$ cat config.mk
export PLATFORM = sky130hd
export DESIGN_NAME = instr_fetch
export DESIGN_NICKNAME = d
export VERILOG_FILES = /design/src/rtl/instr_fetch_pkg.sv /design/src/rtl/instr_fetch.sv
export SDC_FILE = /design/constraint.sdc
export NUM_CORES = 1
export LEC_CHECK = 0
export ABC_AREA = 1
export BUFFER_PORTS_ARGS = -buffer_cell sky130_fd_sc_hd__buf_4
export CAP_MARGIN = 40
export CORE_MARGIN = 8
export CORE_UTILIZATION = 46
export DETAILED_ROUTE_END_ITERATION = 12
export PLACE_DENSITY = 0.76
export SYNTH_ARGS = -nofsm -noshare
export SYNTH_HDL_FRONTEND = slang
export SYNTH_SLANG_ARGS = --single-unit
$ cat constraint.sdc
create_clock -name clock -period 1.5 [get_ports clock]
set_clock_uncertainty 0.05 [all_clocks]
set_input_delay 0.225 -clock clock [delete_from_list [all_inputs] [get_ports clock]]
set_output_delay 0.225 -clock clock [all_outputs]
set_load 0.05 [all_outputs]
$ cat src/rtl/instr_fetch_pkg.sv
// Shared fetch-stage types: FSM state encoding and the idle instruction value.
package instr_fetch_pkg;

    typedef enum logic [1:0] {
        IDLE = 2'd0,
        REQ  = 2'd1,
        HOLD = 2'd2
    } fetch_state_t;

    localparam logic [31:0] FETCH_NOP = 32'h0000_0000;

endpackage

$ cat src/rtl/instr_fetch.sv
// Fetch stage: req/ack instruction-memory read into a held instruction register.
// Optional FETCH_PERF_EN adds accepted-word and stall-cycle counters.
module instr_fetch
    import instr_fetch_pkg::*;
#(
    parameter int                ADDR_W    = 16,
    parameter int                DATA_W    = 32,
    parameter logic [DATA_W-1:0] NOP_INSTR = DATA_W'(FETCH_NOP)
) (
    input  logic              clock,
    input  logic              reset,
    input  logic [ADDR_W-1:0] instrAddr,
    input  logic              flush,
    output logic [ADDR_W-1:0] memAddr,
    output logic              memReq,
    input  logic              memAck,
    input  logic [DATA_W-1:0] memData,
    output logic [DATA_W-1:0] instruction,
    output logic              instrValid,
    input  logic              instrReady,
    output logic              fetchStall
`ifdef FETCH_PERF_EN
   ,output logic [31:0]       fetchCount,
    output logic [31:0]       stallCount
`endif
);

    fetch_state_t      state_q, state_d;
    logic [ADDR_W-1:0] addr_q, addr_d;
    logic              req_q, req_d;
    logic              valid_q, valid_d;
    logic [DATA_W-1:0] instr_q, instr_d;
    logic              drop_q, drop_d;

    always_comb begin
        state_d = state_q;
        addr_d  = addr_q;
        req_d   = req_q;
        valid_d = valid_q;
        instr_d = instr_q;
        drop_d  = drop_q;
        unique case (state_q)
            IDLE: begin
                state_d = REQ;
                addr_d  = instrAddr;
                req_d   = 1'b1;
            end
            REQ: begin
                if (memAck) begin
                    // A stale word still arrives after a flush; swallow it and refetch.
                    if (drop_q || flush) begin
                        drop_d = 1'b0;
                        addr_d = instrAddr;
                    end else begin
                        instr_d = memData;
                        valid_d = 1'b1;
                        req_d   = 1'b0;
                        state_d = HOLD;
                    end
                end else if (flush) begin
                    drop_d = 1'b1;
                end
            end
            HOLD: begin
                if (instrReady || flush) begin
                    valid_d = 1'b0;
                    instr_d = NOP_INSTR;
                    addr_d  = instrAddr;
                    req_d   = 1'b1;
                    state_d = REQ;
                end
            end
            default: begin
                state_d = IDLE;
            end
        endcase
    end

    always_ff @(posedge clock or negedge reset) begin
        if (!reset) begin
            state_q <= IDLE;
            addr_q  <= '0;
            req_q   <= 1'b0;
            valid_q <= 1'b0;
            instr_q <= NOP_INSTR;
            drop_q  <= 1'b0;
        end else begin
            state_q <= state_d;
            addr_q  <= addr_d;
            req_q   <= req_d;
            valid_q <= valid_d;
            instr_q <= instr_d;
            drop_q  <= drop_d;
        end
    end

    assign memAddr     = addr_q;
    assign memReq      = req_q;
    assign instruction = instr_q;
    assign instrValid  = valid_q;
    assign fetchStall  = ~(valid_q & instrReady);

`ifdef FETCH_PERF_EN
    logic [31:0] fetch_cnt_q;
    logic [31:0] stall_cnt_q;

    // A flushed word leaves HOLD but was never consumed.
    always_ff @(posedge clock or negedge reset) begin
        if (!reset) begin
            fetch_cnt_q <= '0;
            stall_cnt_q <= '0;
        end else begin
            if (valid_q && instrReady && !flush) begin
                fetch_cnt_q <= fetch_cnt_q + 32'd1;
            end
            if (fetchStall) begin
                stall_cnt_q <= stall_cnt_q + 32'd1;
            end
        end
    end

    assign fetchCount = fetch_cnt_q;
    assign stallCount = stall_cnt_q;
`endif

endmodule

# After elaboration in Yosys (flattened, before gate mapping)
# Index checks and enable logic that the tools add are counted.
# word_totals
output_inout_bits,51
inputBits,53
regBits,53
# classes
mux,23
n_reduce_logical,11
n_eq_ne,7
bitwise,2
# op_table
operator,count
$mux W32,3
$pmux W32 S2,1
$mux W16,3
$pmux W16 S3,1
$reduce_and A4 Y1,3
$mux W1,9
$ne A2 B2 Y1 const B,4
$mux W2,3
$pmux W2 S3,1
$reduce_and A3 Y1,2
$reduce_bool A2 Y1,2
$pmux W1 S3,1
$reduce_bool A3 Y1,1
$eq A2 B1 Y1 const B,1
$eq A2 B2 Y1 const B,1
$logic_not A2 Y1,1
$logic_or A1 B1 Y1,2
$ne A2 B1 Y1 const B,1
$pmux W1 S2,1
$and A1 B1 Y1,1
$not A1 Y1,1

# Logic depth before layout (Yosys ltp)
# logic_depth
depth_word,4
depth_mapped,8
depth_no_buf,7

# Worst setup path before layout
# Ideal clock, no wire load.
# synth_timing
path_type,register to output
start,"reg valid_q, in the netlist instrValid"
end,out fetchStall
t_arrival_ns,1.036
setup_slack_ns,0.189
stages_incl_launch_ff,2
cell_sequence,dfrtp_1 nand2_1
# synth_between
elab_chain_len,2
# synth_lines
item,line,text
from (decl),instr_fetch.sv:31,"logic valid_q, valid_d;"
from (signal assigned),instr_fetch.sv:91,valid_q <= valid_d;
$and A1 B1 Y1,instr_fetch.sv:101,assign fetchStall = ~(valid_q & instrReady);
$not A1 Y1,instr_fetch.sv:101,
to (decl),instr_fetch.sv:21,output logic fetchStall
# Every way passes these cells.

# Final worst setup path
# layout_timing
start,reg state_q[0]
end,"reg addr_q[0], in the netlist memAddr[0]"
# layout_between
elab_chain_len,3
word_cells_on_any_way,9
# layout_lines
item,line,text
from (decl),instr_fetch.sv:28,"fetch_state_t state_q, state_d;"
from (signal assigned),instr_fetch.sv:88,state_q <= state_d;
$eq A2 B1 Y1 (tied with other cells),instr_fetch.sv:42,unique case (state_q)
$ne A2 B2 Y1 (no line) or $reduce_bool A3 Y1 (tied branches),n/a,
$reduce_and A4 Y1 (no line),n/a,
to (signal assigned),instr_fetch.sv:89,addr_q <= addr_d;
to (decl),instr_fetch.sv:29,"logic [ADDR_W-1:0] addr_q, addr_d;"
# Several ways; a longest one is shown, not always the timed one.
# A chain may end at the register's enable or synchronous reset.

==> results.cfg <==
[clock_tree]
clkTransAtPathRegs_ps = 90
cts_buffers = 5
cts_tree = built
root_buffer = clkbuf_8
clock_latency_ps = 290
clock_path_buffers = 2
htreeDepth = 2
cts_sinks = 53

[timing]
worstMarginPinSlew_ps = 674
finalSetupViolCount = 0
slew_headroom_pct = 55.1
finalHoldViolations = 0
max_freq_mhz = 715
drv_slew = 0
period_share_pct = 93.2
rsz0062_at_grt = no
fin_crit_ps = 1400

[placed_design]
portBuffers = 103
dpl.hpwl_um = 4160
place.gp.congestion = 0.753
dpl-instance-area_um2 = 3000
dp.cells = 389

[synthesis]
syn_area_um2 = 2180
ys_warn_count = 0
synth.distinct_cells = 18
avgSynthCellArea_um2 = 9.14
yosysTopAreaCell = dfrtp_1
synth-main-ff-cell = dfrtp_1
ys_seq_area_share_pct = 61.0
synth_edf_count = 0
synthCells = 238
yosys-top-cells-count = nand2_1, dfrtp_1, nand3_1
async_flop_share_pct = 100
ys_seq_elements = 53
yosys.area.top_type_share_pct = 61.0
syn_nets = 291
synth_area_leaders = dfrtp_1, nand2_1, nand3_1
yosysMostFrequentCell = nand2_1

[global_route]
grt_max_degree = 54
antenna_found_initial = 0
overflow = 0
grt_pass1_wl_um = 9430
grt_pass1_vias = 1996
grtUsageTotal_pct = 16.1

[power_and_ir_drop]
p_per_area_nw_per_um2 = 2700
vdd_ir_drop_max_mv = 1.33
leakagePower_nw = 1.75

[cells_and_area]
final_area_um2 = 3120
diodes = 0
area_growth_pct = 43.3
fin_cells = 401
nNetsFinal = 399
drive_above_1_share_pct = 37.8

[route]
first_pass_iters = 4
vias_per_cell = 4.83
wl_per_cell_um = 14.1
vias = 1938
postRouteAntennaNets = 0
drc = 0
wirelength_um = 5650
drtIter0Drc = 88

[setup_path]
critPathArrivalTime_ps = 1540
setup.worst_path.end_class = flop
worstPathRequired_ps = 1640
critPathMaxFanout = 17
crit_type = reg2reg
critPathLaunchType = flop

[die]
initial_utilization_pct = 47.0
num_io_pins = 104
core-area_um2 = 4630
fp.dieW_um = 84.8
dieArea_um2 = 7190
num_rows = 25
die_y_um = 84.8

[run_status]
status = completed

[flow_run]
max-cap-violations = 0

[worst_hold_path]
hold_path_class = in2reg
-- worst paths after layout --
check,start,endpoint,slack [ps],cells after the start
max,state_q[0],memAddr[0],100,6
min,memData[24],instruction[24],70,3
max reg2reg,state_q[0],memAddr[0],100,6
min reg2reg,memAddr[5],memAddr[5],430,2
max in group asynchronous,reset,memAddr[3],490,2
min in group asynchronous,reset,memAddr[10],460,2
-- power by group --
group	internal, mW	total [mW]	switching, mW	leakage [nW]
clock network	0.324	0.760	0.436	0.0450
logic	1.50	5.08	3.59	1.04
registers	2.14	2.56	0.425	0.657
-- layer usage --
metal,GRT usage (%),wire (um),up-vias
met5,0,0,-
met4,3.40,14,0
met3,8.20,553,2
met2,26.0,2550,70
met1,18.7,2540,893
li1,-,-,973
-- final cells by class --
cell class | count | area [um^2]
multi-input combinational | 166 | 752
sequential | 53 | 1330
clock buffer | 6 | 72.6
inverter | 7 | 26.3
fill | 391 | 1510
timing repair buffer | 113 | 863
clock inverter | 2 | 10.0
tap | 54 | 67.6
-- metrics by stage --
| step | setup slack [ps] | setup TNS [ps] | total power [mW] | util [%] | hold WS [ps] |
|---|---|---|---|---|---|
| detailed placement | -116 | -1540 | 7.66 | 64.7 | 255 |
| floorplan | 189 | 0 | 6.07 | - | -121 |
| CTS | 78.5 | 0 | 8.45 | 66.9 | 57.7 |
| global placement | -62.7 | -925 | 7.59 | 64.7 | 256 |
| finish | 102 | 0 | 8.41 | 67.4 | 66.9 |
| global route | 0.822 | 0 | 8.92 | 67.4 | 59.3 |
-- flip-flops by register name (all words and copies together) (netlist names) --
signal and count:
instrValid 1, memReq 1, drop_q 1, instruction 32
state_q 2, memAddr 16
-- layout by cell type, fill, tap and decap left out --
cell and instances:
buf_4 111, nand2_1 105, dfrtp_1 53, nand3_1 49
clkbuf_8 5, inv_2 4, inv_1 3, nor2_2 2
nor2_1 2, clkinv_2 2, nand2_2 1, nand3_4 1
nor2_4 1, nor2_8 1, o21ai_4 1, nand2_4 1
a21oi_1 1, o21ai_0 1, clkbuf_1 1, dlygate4sd3_1 1
buf_12 1
-- worst max-delay path, stage by stage, from the launching register on --
cell and delay [ps]:
dfrtp_1 470, nand2_2 150, nor2_4 60, nor2_8 230, nand2_4 180, nand2_1 100
nand2_1 50
-- cell families after synthesis --
logic type | share of synthesized area, %
compound gates | 0.862
buf+inv | 4.83
simple gates | 33.4
flops | 61.0
-- repair_timing --
item | 4_1_cts | 5_1_grt
pin swaps | 0 | 1
hold endpoints to repair | 53 | 0
hold buffers | 1 | 0
resized for setup | 1 | 0
setup endpoints to repair | 17 | 6
buffers inserted | 0 | 3
cloned | 0 | 0
(Power assumes the default switching activity.)
